$ cat src/rtl/fp_div_seq_if.sv
// Handshake and operand/result bundle for the sequential FP divider.
interface fp_div_seq_if;
    logic        start;
    logic [31:0] N1;
    logic [31:0] N2;
    logic [31:0] Result;
    logic        done;
    logic        busy;
    logic        div_by_zero;

    modport master (output start, N1, N2, input Result, done, busy, div_by_zero);
    modport slave  (input start, N1, N2, output Result, done, busy, div_by_zero);
endinterface

$ cat src/rtl/fp_div_seq.sv
// Sequential IEEE-754 single-precision divider: restoring mantissa division,
// truncating, denormals flushed to zero, start/busy/done handshake.
module fp_div_seq #(
    parameter int ITER     = 25,
    parameter int EXP_BIAS = 127
) (
    input  logic         clk,
    input  logic         reset,
    fp_div_seq_if.slave  bus
);

    typedef enum logic [2:0] {IDLE, CHECK, DIV, NORM, DONE} state_t;

    localparam logic [4:0]        LAST_ITER = 5'(ITER - 1);
    localparam logic signed [9:0] BIAS      = 10'(EXP_BIAS);

    state_t      state_q, state_d;
    logic [31:0] a_q, b_q;
    logic [24:0] rem_q, q_q;
    logic [4:0]  cnt_q;
    logic [31:0] res_q, result_q;
    logic        dbz_q, dbz_out_q, done_q;

    logic        sign;
    logic        a_zero, b_zero, a_inf, b_inf, a_nan, b_nan;
    logic        special, special_dbz;
    logic [31:0] special_res;
    logic [24:0] divisor, diff, rem_next;
    logic        q_bit;
    logic signed [9:0] exp_raw, exp_adj;
    logic [22:0] frac;
    logic [31:0] norm_res;

    assign bus.Result      = result_q;
    assign bus.done        = done_q;
    assign bus.div_by_zero = dbz_out_q;
    assign bus.busy        = (state_q != IDLE);

    // Operand classification; a zero exponent counts as zero whatever the fraction.
    always_comb begin
        sign        = a_q[31] ^ b_q[31];
        a_zero      = (a_q[30:23] == 8'd0);
        b_zero      = (b_q[30:23] == 8'd0);
        a_inf       = (a_q[30:23] == 8'hFF) && (a_q[22:0] == 23'd0);
        b_inf       = (b_q[30:23] == 8'hFF) && (b_q[22:0] == 23'd0);
        a_nan       = (a_q[30:23] == 8'hFF) && (a_q[22:0] != 23'd0);
        b_nan       = (b_q[30:23] == 8'hFF) && (b_q[22:0] != 23'd0);
        special     = 1'b1;
        special_dbz = 1'b0;
        special_res = 32'd0;
        if (a_nan || b_nan || (a_inf && b_inf) || (a_zero && b_zero)) begin
            special_res = 32'h7FC00000;
        end else if (a_inf) begin
            special_res = {sign, 31'h7F800000};
        end else if (b_inf || a_zero) begin
            special_res = {sign, 31'd0};
        end else if (b_zero) begin
            special_res = {sign, 31'h7F800000};
            special_dbz = 1'b1;
        end else begin
            special = 1'b0;
        end
    end

    // One restoring step: subtract when the partial remainder covers the divisor.
    always_comb begin
        divisor  = {2'b01, b_q[22:0]};
        q_bit    = (rem_q >= divisor);
        diff     = rem_q - divisor;
        rem_next = q_bit ? {diff[23:0], 1'b0} : {rem_q[23:0], 1'b0};
    end

    always_comb begin
        exp_raw  = $signed({2'b00, a_q[30:23]}) - $signed({2'b00, b_q[30:23]}) + BIAS;
        exp_adj  = q_q[24] ? exp_raw : exp_raw - 10'sd1;
        frac     = q_q[24] ? q_q[23:1] : q_q[22:0];
        norm_res = {sign, exp_adj[7:0], frac};
        if (exp_adj >= 10'sd255) begin
            norm_res = {sign, 31'h7F800000};
        end else if (exp_adj <= 10'sd0) begin
            norm_res = {sign, 31'd0};
        end
    end

    always_comb begin
        state_d = state_q;
        case (state_q)
            IDLE:    if (bus.start) state_d = CHECK;
            CHECK:   state_d = special ? DONE : DIV;
            DIV:     if (cnt_q == LAST_ITER) state_d = NORM;
            NORM:    state_d = DONE;
            DONE:    state_d = IDLE;
            default: state_d = IDLE;
        endcase
    end

    // Result and done are registered on leaving DONE, so done shows in the first IDLE cycle.
    always_ff @(posedge clk) begin
        if (reset) begin
            state_q   <= IDLE;
            a_q       <= 32'd0;
            b_q       <= 32'd0;
            rem_q     <= 25'd0;
            q_q       <= 25'd0;
            cnt_q     <= 5'd0;
            res_q     <= 32'd0;
            dbz_q     <= 1'b0;
            result_q  <= 32'd0;
            dbz_out_q <= 1'b0;
            done_q    <= 1'b0;
        end else begin
            state_q <= state_d;
            done_q  <= 1'b0;
            case (state_q)
                IDLE: begin
                    if (bus.start) begin
                        a_q       <= bus.N1;
                        b_q       <= bus.N2;
                        dbz_out_q <= 1'b0;
                    end
                end
                CHECK: begin
                    rem_q <= {2'b01, a_q[22:0]};
                    q_q   <= 25'd0;
                    cnt_q <= 5'd0;
                    res_q <= special_res;
                    dbz_q <= special_dbz;
                end
                DIV: begin
                    rem_q <= rem_next;
                    q_q   <= {q_q[23:0], q_bit};
                    cnt_q <= cnt_q + 5'd1;
                end
                NORM: begin
                    res_q <= norm_res;
                    dbz_q <= 1'b0;
                end
                DONE: begin
                    result_q  <= res_q;
                    dbz_out_q <= dbz_q;
                    done_q    <= 1'b1;
                end
                default: ;
            endcase
        end
    end

endmodule

$ cat src/flat_wrapper.sv
// flat-port wrapper written by rule: the top's interface ports become plain ports
module fp_div_seq_flat 
#(
    parameter int ITER     = 25,
    parameter int EXP_BIAS = 127
)
  (clk, reset, bus_start, bus_N1, bus_N2, bus_Result, bus_done, bus_busy, bus_div_by_zero);
  fp_div_seq_if bus_i ();
  input  logic clk;
  input  logic reset;
  input wire logic [$bits(bus_i.start)-1:0] bus_start;
  input wire logic [$bits(bus_i.N1)-1:0] bus_N1;
  input wire logic [$bits(bus_i.N2)-1:0] bus_N2;
  output wire logic [$bits(bus_i.Result)-1:0] bus_Result;
  output wire logic [$bits(bus_i.done)-1:0] bus_done;
  output wire logic [$bits(bus_i.busy)-1:0] bus_busy;
  output wire logic [$bits(bus_i.div_by_zero)-1:0] bus_div_by_zero;
  assign bus_i.start = bus_start;
  assign bus_i.N1 = bus_N1;
  assign bus_i.N2 = bus_N2;
  assign bus_Result = bus_i.Result;
  assign bus_done = bus_i.done;
  assign bus_busy = bus_i.busy;
  assign bus_div_by_zero = bus_i.div_by_zero;
  fp_div_seq #(.ITER(ITER), .EXP_BIAS(EXP_BIAS)) u_core (.clk(clk), .reset(reset), .bus(bus_i));
endmodule
$ cat config.mk
export PLATFORM = sky130hd
export DESIGN_NAME = fp_div_seq_flat
export DESIGN_NICKNAME = d
export VERILOG_FILES = /design/src/rtl/fp_div_seq_if.sv /design/src/rtl/fp_div_seq.sv /design/src/flat_wrapper.sv
export SDC_FILE = /design/constraint.sdc
export NUM_CORES = 1
export LEC_CHECK = 0
export ABC_AREA = 1
export ABC_CLOCK_PERIOD_IN_PS = 4300
export CAP_MARGIN = 20
export CELL_PAD_IN_SITES_DETAIL_PLACEMENT = 0
export CELL_PAD_IN_SITES_GLOBAL_PLACEMENT = 1
export CORE_UTILIZATION = 45
export CTS_CLUSTER_SIZE = 12
export DETAILED_ROUTE_END_ITERATION = 6
export PLACE_DENSITY = 0.85
export SLEW_MARGIN = 20
export SYNTH_ARGS = -nofsm -noshare
export SYNTH_HDL_FRONTEND = slang
export SYNTH_SLANG_ARGS = --single-unit
export TNS_END_PERCENT = 10
$ cat constraint.sdc
create_clock -name clk -period 4.3 [get_ports clk]
set_input_delay 0.43 -clock clk [delete_from_list [all_inputs] [get_ports clk]]
set_output_delay 0.43 -clock clk [all_outputs]
set_load 0.01 [all_outputs]
# --- Word-level counts from Yosys, hierarchy flattened ---
# Cells that the tools add are included.
word_totals:
  ff_bits: 189
  elab_cells: 81
  output_inout_bits: 35
  inputBits: 67
classes:
  order_cmp: 3
  n_addsub: 5
  bitwise_logic: 1
  eq_ne: 9
  reduce_logical: 24
  muxes: 28
ops:
  columns: ["operator", "count"]
  rows:
  - ["$mux W32", 4]
  - ["$pmux W25 S2", 2]
  - ["$pmux W32 S2", 1]
  - ["$mux W31", 2]
  - ["$logic_not A23 Y1", 2]
  - ["$reduce_bool A23 Y1", 2]
  - ["$ge A25 B24 Y1", 1]
  - ["$mux W25", 1]
  - ["$sub A24 B24 Y24", 1]
  - ["$mux W23", 1]
  - ["$eq A8 B8 Y1 const B", 2]
  - ["$logic_not A8 Y1", 2]
  - ["$pmux W3 S4", 1]
  - ["$add A10 B8 Y10 const B", 1]
  - ["$ge A10 B9 Y1 const B", 1]
  - ["$le A10 B1 Y1 const B", 1]
  - ["$mux W10", 1]
  - ["$pmux W5 S2", 1]
  - ["$sub A10 B2 Y10 const B", 1]
  - ["$mux W1", 9]
  - ["$mux W3", 3]
  - ["$sub A8 B8 Y9", 1]
  - ["$eq A3 B2 Y1 const B", 2]
  - ["$logic_and A1 B1 Y1", 6]
  - ["13 further kinds", 21]

# --- Depth between registers and ports, before layout ---
# Gate-level depths: netlist of the first run.
logic_depth:
  ltp_word: 8
  depth_mapped: 24
  ltp_nobuf: 23

# --- Least setup slack after synthesis of the first run ---
# OpenSTA, ideal clock, no wires.
synth_timing:
  path_kind: "register to register"
  from: "register u_core.a_q[23]"
  to: "register u_core.res_q[11]"
  n_path_buf: 1
  synth_period_minus_slack_ns: 2.823
  t_arrival_ns: 2.752
  stages_incl_launch_ff: 23
  required_ns: 4.229
  setup_slack_ns: 1.477
  setup_time_ns: 0.071
  cell_sequence: "dfxtp_1 > inv_1 > ha_1 > inv_1 > fa_1 > inv_1 > ha_1 > nand3b_1 > nand2_2 > nor2_1 > nand3_1 > inv_1 > nand2_1 > nor2_2 > nand3_2 > nand2_2 > inv_2 > nand3_2 > nand2_2 > inv_4 > buf_12 > nand4_2 > a21oi_2"
synth_via:
  elab_chain_len: 8
  elab_cells_between_ends: 22
  cone_classes: "add/sub: 3; order compare: 2; eq/ne: 1; mux: 7; reduce/logical: 9"
synth_rtl:
  columns: ["element", "line", "text"]
  rows:
  - ["from (decl)", "fp_div_seq.sv:18", "logic [31:0] a_q, b_q;"]
  - ["from (signal assigned)", "fp_div_seq.sv:117", "a_q <= bus.N1;"]
  - ["$sub A8 B8 Y9", "fp_div_seq.sv:74", "exp_raw = $signed({2'b00, a_q[30:23]}) - $signed({2'b00, b_q[30:23]}) + BIAS;"]
  - ["$add A10 B8 Y10", "fp_div_seq.sv:74", null]
  - ["$sub A10 B2 Y10", "fp_div_seq.sv:75", "exp_adj = q_q[24] ? exp_raw : exp_raw - 10'sd1;"]
  - ["$mux W10", "fp_div_seq.sv:75", null]
  - ["$le A10 B1 Y1", "fp_div_seq.sv:80", "end else if (exp_adj <= 10'sd0) begin"]
  - ["$mux W31", "fp_div_seq.sv:80", null]
  - ["$mux W31", "fp_div_seq.sv:78", "if (exp_adj >= 10'sd255) begin"]
  - ["$pmux W32 S2 *", "fp_div_seq.sv:114", "case (state_q)"]
  - ["to (signal assigned)", "fp_div_seq.sv:126", "res_q <= special_res;"]
  - ["to (signal assigned)", "fp_div_seq.sv:135", "res_q <= norm_res;"]
  - ["to (decl)", "fp_div_seq.sv:21", "logic [31:0] res_q, result_q;"]
# Mark *: on every way between the ends. The rest lies on a longest branch, timed or not.
# A chain may end at the register's enable or synchronous reset.

# --- Final worst setup path of the first run ---
layout_timing:
  from: "register u_core.a_q[23]"
  to: "register u_core.res_q[24]"
# The elaborated chain is that of the path after synthesis.

==> impl_metrics.py, run 1 <==
metrics = {
    "routing": {
        "postRouteAntennaNets": 0,
        "vias": 9378,
        "vias_per_cell": 5.24,
        "drc": 0,
        "routed_wl_um": 25500,
        "drt_iter0_drc": 487,
        "wl_per_cell_um": 14.3,
        "first_pass_iters": 7,
    },
    "grt": {
        "grt.met1_usage_pct": 31.8,
        "grt-ovfl-total": 0,
        "grt_max_degree": 90,
        "global_route.usage.met2_pct": 37.1,
        "grt_util_all_layers_pct": 22.9,
        "grt-busiest-layer": "met2",
        "grt_pass1_vias": 8568,
        "antenna_found_initial": 0,
        "grt_pass1_wl_um": 42000,
        "use_met3_pct": 3.35,
    },
    "layout": {
        "layout-drive-gt1-share_pct": 8.09,
        "area_growth_pct": 17.6,
        "final_area_mm2": 0.0118,
        "final_nets": 1599,
        "post-route-util_pct": 54.1,
        "fillers": 2212,
        "final_cells": 1788,
        "antenna_cells": 0,
    },
    "timing": {
        "relSlewSlack_pct": 41.0,
        "tns_ns": 0,
        "layout_min_cycle_time_ns": 3.58,
        "timing.final.crit_share_pct": 83.4,
        "hold_viol_final": 0,
        "tightest_slew_ns": 0.886,
        "finalWorstSetupSlack_ns": 0.716,
        "rsz0062_at_grt": "false",
        "report.final.slew_viol_count": 0,
        "setup_viol": 0,
        "worst_hold_slack_ns": 0.465,
        "fmax_mhz": 279,
        "skew_ns": 0.0120,
    },
    "clock_tree": {
        "clkLatencyLatePin_ns": 0.44,
        "cts_sinks": 189,
        "cts_resized": 0,
        "hold_buffers": 0,
        "tritoncts": "built",
        "cts_max_level": 4,
        "cts_root_buf": "clkbuf_16",
        "post_cts_buffers": 0,
        "clk_pin_slew_ns": 0.08,
        "numCtsBuffers": 17,
        "cts_buffer_depth": 2,
    },
    "logic_synthesis": {
        "ys_top_cells_by_area": "dfxtp_1 38%, nand2_1 12%, a21oi_1 7.5%",
        "synth-simple-area-share_pct": 26.9,
        "synthAdderAreaFrac_pct": 4.75,
        "synth_top_family_by_area": "simple AND/OR/NAND/NOR gates",
        "synth_common_cells": "322 x nand2_1, 189 x dfxtp_1, 150 x a21oi_1, 149 x o21ai_0, 146 x inv_1",
        "yosys.area.top_type": "dfxtp_1",
        "synth.most_common_cell": "nand2_1",
        "ys_warn_count": 0,
        "synthDominantCellAreaShare_pct": 37.6,
        "ys_types": 46,
        "seq_area_frac_synth_pct": 37.6,
        "synth_area_mm2": 0.0101,
        "syn-num-nets": 1539,
        "avgSynthCellArea_um2": 7.02,
        "synth-edff-count": 0,
        "synth.ff_latch_count": 189,
        "synthFlopType": "dfxtp_1",
        "synth_mux_area_share_pct": 0,
        "syn-instance-count": 1435,
        "synthArstFlopShare_pct": 0,
        "synthXorXnorAreaFrac_pct": 1.91,
        "synth_compound_area_share_pct": 19.8,
    },
    "place": {
        "routabilityCongestion": 0.845,
        "place_inst": 1756,
        "numPortBuffers": 101,
        "postPlaceCellArea_mm2": 0.0112,
        "dp_hpwl_um": 18000,
        "place_worst_setup_slack_ns": 0.718,
    },
    "setup_path": {
        "worstPathRequired_ns": 4.59,
        "endpoint_kind": "flop",
        "path_common_cell": "nand2_1",
        "start_kind": "flop",
        "cp_slowest_stage_delay_ns": 0.59,
        "critPathKind": "reg -> reg",
        "slowest_stage": "nand2_2",
        "path_max_fanout": 30,
        "crit_arrival_ns": 3.87,
        "crit_path_cell_trace": "inv_1, ha_1, inv_1, fa_1, inv_1, ha_1, nand2_1, nor2_1, nand3_1, inv_1, nand2_1, nor2_2, nand2_1, nand2_1, nand2_2, nand3_1, nand2_1, nand2_2, nand3_1, nand2_1, a21oi_1",
    },
    "min_path": {
        "hp-class": "reg -> reg",
    },
    "status": {
        "status": "finished clean",
    },
    "die": {
        "dieArea_mm2": 0.0230,
        "die_height_um": 152,
        "std_cell_rows": 54,
        "io-pin-count": 102,
        "initial_core_util_pct": 46.0,
        "core_area_mm2": 0.0219,
        "fp.dieW_um": 152,
    },
    "flow_run": {
        "drv_cap": 0,
    },
    "power": {
        "p_leak_nw": 5.38,
        "power.total_mw": 9.74,
        "pwr_density_cell_mw_per_mm2": 823,
        "ir_worst_vdd_uv": 515,
    },
}
layout by cell type, fill, tap and decap left out, types with 21 or more instances in the layout:
| master | Yosys | layout |
|---|---|---|
| nor2_1 | 115 | 113 |
| nand3_1 | 74 | 73 |
| a21oi_2 | 21 | 21 |
| a21oi_1 | 150 | 150 |
| nand2_1 | 322 | 322 |
| clkdlybuf4s50_1 | 0 | 100 |
| nand4_1 | 24 | 24 |
| inv_1 | 146 | 145 |
| o21ai_0 | 149 | 149 |
| dfxtp_1 | 189 | 189 |
| ha_1 | 35 | 35 |
metal layers:
| metal | wire (um) | part of all wire, % |
|---|---|---|
| met5 | 0 | 0 |
| met4 | 341 | 1.3 |
| met3 | 840 | 3.3 |
| met2 | 11700 | 46 |
| met1 | 12700 | 50 |
report_power, final:
| group | internal (mW) | switching (mW) | total (mW) |
|---|---|---|---|
| Clock | 0.884 | 0.756 | 1.64 |
| Sequential | 2.16 | 0.273 | 2.43 |
| Combinational | 1.84 | 3.82 | 5.67 |
| Total | 4.89 | 4.85 | 9.74 |
path summary, 6_finish.rpt:
| kind | from | endpoint | slack, ns | cells past startpoint |
|---|---|---|---|---|
| setup reg to reg | u_core.a_q[23] | u_core.res_q[24] | 0.72 | 21 |
| hold / removal | u_core.b_q[31] | u_core.b_q[31] | 0.46 | 2 |
| hold reg to reg | u_core.b_q[31] | u_core.b_q[31] | 0.46 | 2 |
| setup / recovery | u_core.a_q[23] | u_core.res_q[24] | 0.72 | 21 |
layout make-up:
cell class / instances / area [um^2] / area share (%)
timing repair buffer: 116 / 1120 / 9.45
clock inverter: 14 / 180 / 1.52
multi-input combinational: 1018 / 5400 / 45.6
inverter: 153 / 577 / 4.87
clock buffer: 18 / 429 / 3.63
sequential: 189 / 3780 / 32.0
tap: 280 / 350 / 2.96
worst max-delay path: cells and delay by family, from the launching register on:
kind	cells	cell delay, ns
compound gates	1	0.07
flops	1	0.32
buf+inv	4	0.33
simple gates	13	1.74
fa+ha+maj	3	0.97
cells by family (layout without fill, tap and decap cells):
group,count (synthesis),in the layout
adder cells (fa/ha/maj),37,37
buffers and inverters,228,301
flip-flops,189,189
AO/OA/AOI/OAI,359,359
XOR/XNOR,22,22
AND/OR/NAND/NOR,600,600
flip-flops by register name, summed over array words and instances, names as in the netlist:
| signal | cells |
|---|---|
| u_core.a_q | 32 |
| u_core.b_q | 32 |
| u_core.bus.Result | 32 |
| u_core.bus.div_by_zero | 1 |
| u_core.bus.done | 1 |
| u_core.cnt_q | 5 |
| u_core.dbz_q | 1 |
| u_core.q_q | 25 |
| u_core.rem_q | 25 |
| u_core.res_q | 32 |
| u_core.state_q | 3 |
(Power assumes the default switching activity.)
==> run 2: changes to the inputs <==
Settings changed: ABC_CLOCK_PERIOD_IN_PS 4300 to 2900, CORE_UTILIZATION 45 to 38, PLACE_DENSITY 0.85 to 0.76.
Clock period 4.3 ns to 2.9 ns, I/O delays scaled along.
==> run 2 against run 1 <==
The run now ends with setup timing left; critical path depth unchanged; register-to-register slack got worse by 0.83 ns; worst setup slack got worse by 0.83 ns; sequential cell count unchanged; first-iteration DRC count increased by 31%; cell count increased by 5.6%; via count increased by 2.2%; maximum frequency increased by 19%; combinational power increased by 89%; clock power increased by 52%; global-route usage decreased by 2.5 points; critical path type unchanged; largest power group unchanged.
==> impl_metrics.py, run 2 (synthesis results as in run 1) <==
metrics = {
    "clock_tree": {
        "numCtsBuffers": 17,
        "hold_buffers": 0,
        "cts_max_level": 4,
        "tritoncts": "built",
        "clkLatencyLatePin_ns": 0.44,
        "cts_buffer_depth": 2,
        "cts_root_buf": "clkbuf_16",
        "cts_sinks": 189,
        "clk_pin_slew_ns": 0.08,
    },
    "grt": {
        "grt_util_all_layers_pct": 20.4,
        "grt_pass1_wl_um": 44400,
        "grt-busiest-layer": "met2",
        "grt_max_degree": 70,
        "grt.met1_usage_pct": 28.9,
        "global_route.usage.met2_pct": 32.9,
        "antenna_found_initial": 0,
        "use_met3_pct": 2.13,
        "grt-ovfl-total": 0,
        "grt_pass1_vias": 8996,
    },
    "die": {
        "dieArea_mm2": 0.0271,
        "fp.dieW_um": 165,
        "initial_core_util_pct": 38.6,
        "core_area_mm2": 0.0261,
        "std_cell_rows": 59,
        "die_height_um": 165,
        "io-pin-count": 102,
    },
    "setup_path": {
        "slowest_stage": "fa_2",
        "crit_arrival_ns": 3.31,
        "path_max_fanout": 6,
        "cp_slowest_stage_delay_ns": 0.52,
        "endpoint_kind": "flop",
        "start_kind": "flop",
        "critPathKind": "reg -> reg",
        "crit_path_cell_trace": "inv_2, ha_4, inv_2, fa_2, inv_2, ha_4, nand3b_1, nand2_2, nor2_1, nand3_1, inv_2, buf_4, nand3_2, nand2_2, nor2_4, nand3_2, nand2_2, nand2_4, bufbuf_16, nand4_2, a21oi_2",
        "worstPathRequired_ns": 3.19,
        "path_common_cell": "inv_2",
    },
    "timing": {
        "skew_ns": 0.0178,
        "tns_ns": -2.52,
        "fmax_mhz": 331,
        "hold_viol_final": 0,
        "tightest_slew_ns": 0.919,
        "finalWorstSetupSlack_ns": -0.117,
        "relSlewSlack_pct": 38.7,
        "report.final.slew_viol_count": 0,
        "rsz0062_at_grt": "true",
        "timing.final.crit_share_pct": 104,
        "layout_min_cycle_time_ns": 3.02,
        "setup_viol": 30,
    },
    "layout": {
        "fillers": 2668,
        "final_area_mm2": 0.0126,
        "antenna_cells": 0,
        "final_nets": 1645,
        "area_growth_pct": 25.1,
        "layout-drive-gt1-share_pct": 13.5,
        "layout_common_cells": "307 x nand2_1, 187 x dfxtp_1, 148 x o21ai_0",
        "final_common_cell": "nand2_1",
    },
    "routing": {
        "wl_per_cell_um": 14.3,
        "drc": 0,
        "postRouteAntennaNets": 0,
        "routed_wl_um": 27100,
        "vias": 9581,
        "vias_per_cell": 5.07,
        "first_pass_iters": 4,
        "drt_iter0_drc": 637,
    },
    "place": {
        "routabilityCongestion": 0.867,
        "postPlaceCellArea_mm2": 0.0116,
        "numPortBuffers": 101,
        "dp_hpwl_um": 19000,
    },
    "power": {
        "pwr_density_cell_mw_per_mm2": 1340,
        "seqPwrFrac_pct": 21.5,
        "ir_worst_vdd_uv": 766,
        "p_switching_mw": 8.07,
        "intPower_mw": 8.76,
        "p_comb_share_pct": 63.7,
        "clkPwrFrac_pct": 14.9,
        "netSwitchingFraction_pct": 48.0,
        "p_leak_nw": 5.69,
    },
    "min_path": {
        "hp-class": "in -> reg",
    },
    "status": {
        "failed_checks": "setup timing",
        "status": "finished with violations",
    },
    "flow_run": {
        "drv_cap": 0,
    },
}
==> run 2: cell count changes in the layout (fill, tap and decap cells not counted), sizes merged <==
cell,delta
bufinv,-1
clkbuf,-1
bufbuf,+1
inv,+5
buf,+44
clkinvlp,-2
==> run 2: cell type report <==
cell class	count	area (um^2)	share of cell area [%]
clock buffers	17	425	3.38
inverters	153	582	4.62
flip-flops and latches	189	3790	30.1
clock inverters	15	208	1.65
well taps	335	419	3.33
repair buffers	161	1570	12.5
multi-input cells	1018	5590	44.4
repair inverters	1	8.76	0.0696
==> run 2: power by group through the flow <==
stage / registers, mW / logic (mW) / clock network (mW)
after detailed placement: 3.65 / 9.15 / 0
final: 3.61 / 10.7 / 2.50
after global placement: 3.64 / 9.14 / 0
after global routing: 3.67 / 12.0 / 2.66
after CTS: 3.60 / 10.4 / 2.56
after floorplan: 3.55 / 6.64 / 0
==> run 2: timing repair <==
action	CTS	global route
endpoints found under the hold margin	0	0
endpoints found under the setup margin	30	35
setup buffers	8	2
pin swaps	13	23
gates resized for setup	34	31
gates cloned	3	0
==> run 2: path summary, 6_finish.rpt <==
path | from | end | slack [ns] | depth (start not counted)
worst min register to register | u_core.b_q[31] | u_core.b_q[31] | 0.47 | 2
worst min-delay path | reset | u_core.a_q[22] | 0.35 | 4
worst max-delay path | u_core.a_q[23] | u_core.res_q[19] | -0.12 | 21
worst max register to register | u_core.a_q[23] | u_core.res_q[19] | -0.12 | 21
==> run 2: layer usage <==
layer | vias up | part of all wire [%] | wire length, um
met1 | 4409 | 50 | 13600
li1 | 4995 | - | -
met3 | 18 | 3.0 | 818
met5 | - | 0 | 0
met2 | 159 | 45 | 12300
met4 | 0 | 1.2 | 323
==> run 2: stage by stage <==
step | setup slack [ns] | hold slack, ns | total power [mW] | utilization, % | std cells
3_3_place_gp | -0.133 | 0.447 | 12.8 | 44.4 | 1844
6_report | -0.117 | 0.353 | 16.8 | 48.3 | 1889
5_1_grt | -0.317 | 0.380 | 18.3 | 48.3 | 1889
2_1_floorplan | 0.0767 | 0.429 | 10.2 | - | 1435
4_1_cts | -0.104 | 0.352 | 16.6 | 47.8 | 1887
3_5_place_dp | -0.206 | 0.455 | 12.8 | 44.4 | 1844
==> run 2: worst max-delay path: cells and delay by family, from the launching register on <==
| kind | cells | cell delay, ns |
|---|---|---|
| adders and majority gates | 3 | 0.80 |
| and+or+nand+nor | 11 | 1.04 |
| AOI/OAI and AO/OA | 1 | 0.05 |
| DFF | 1 | 0.33 |
| buffers and inverters | 6 | 0.64 |
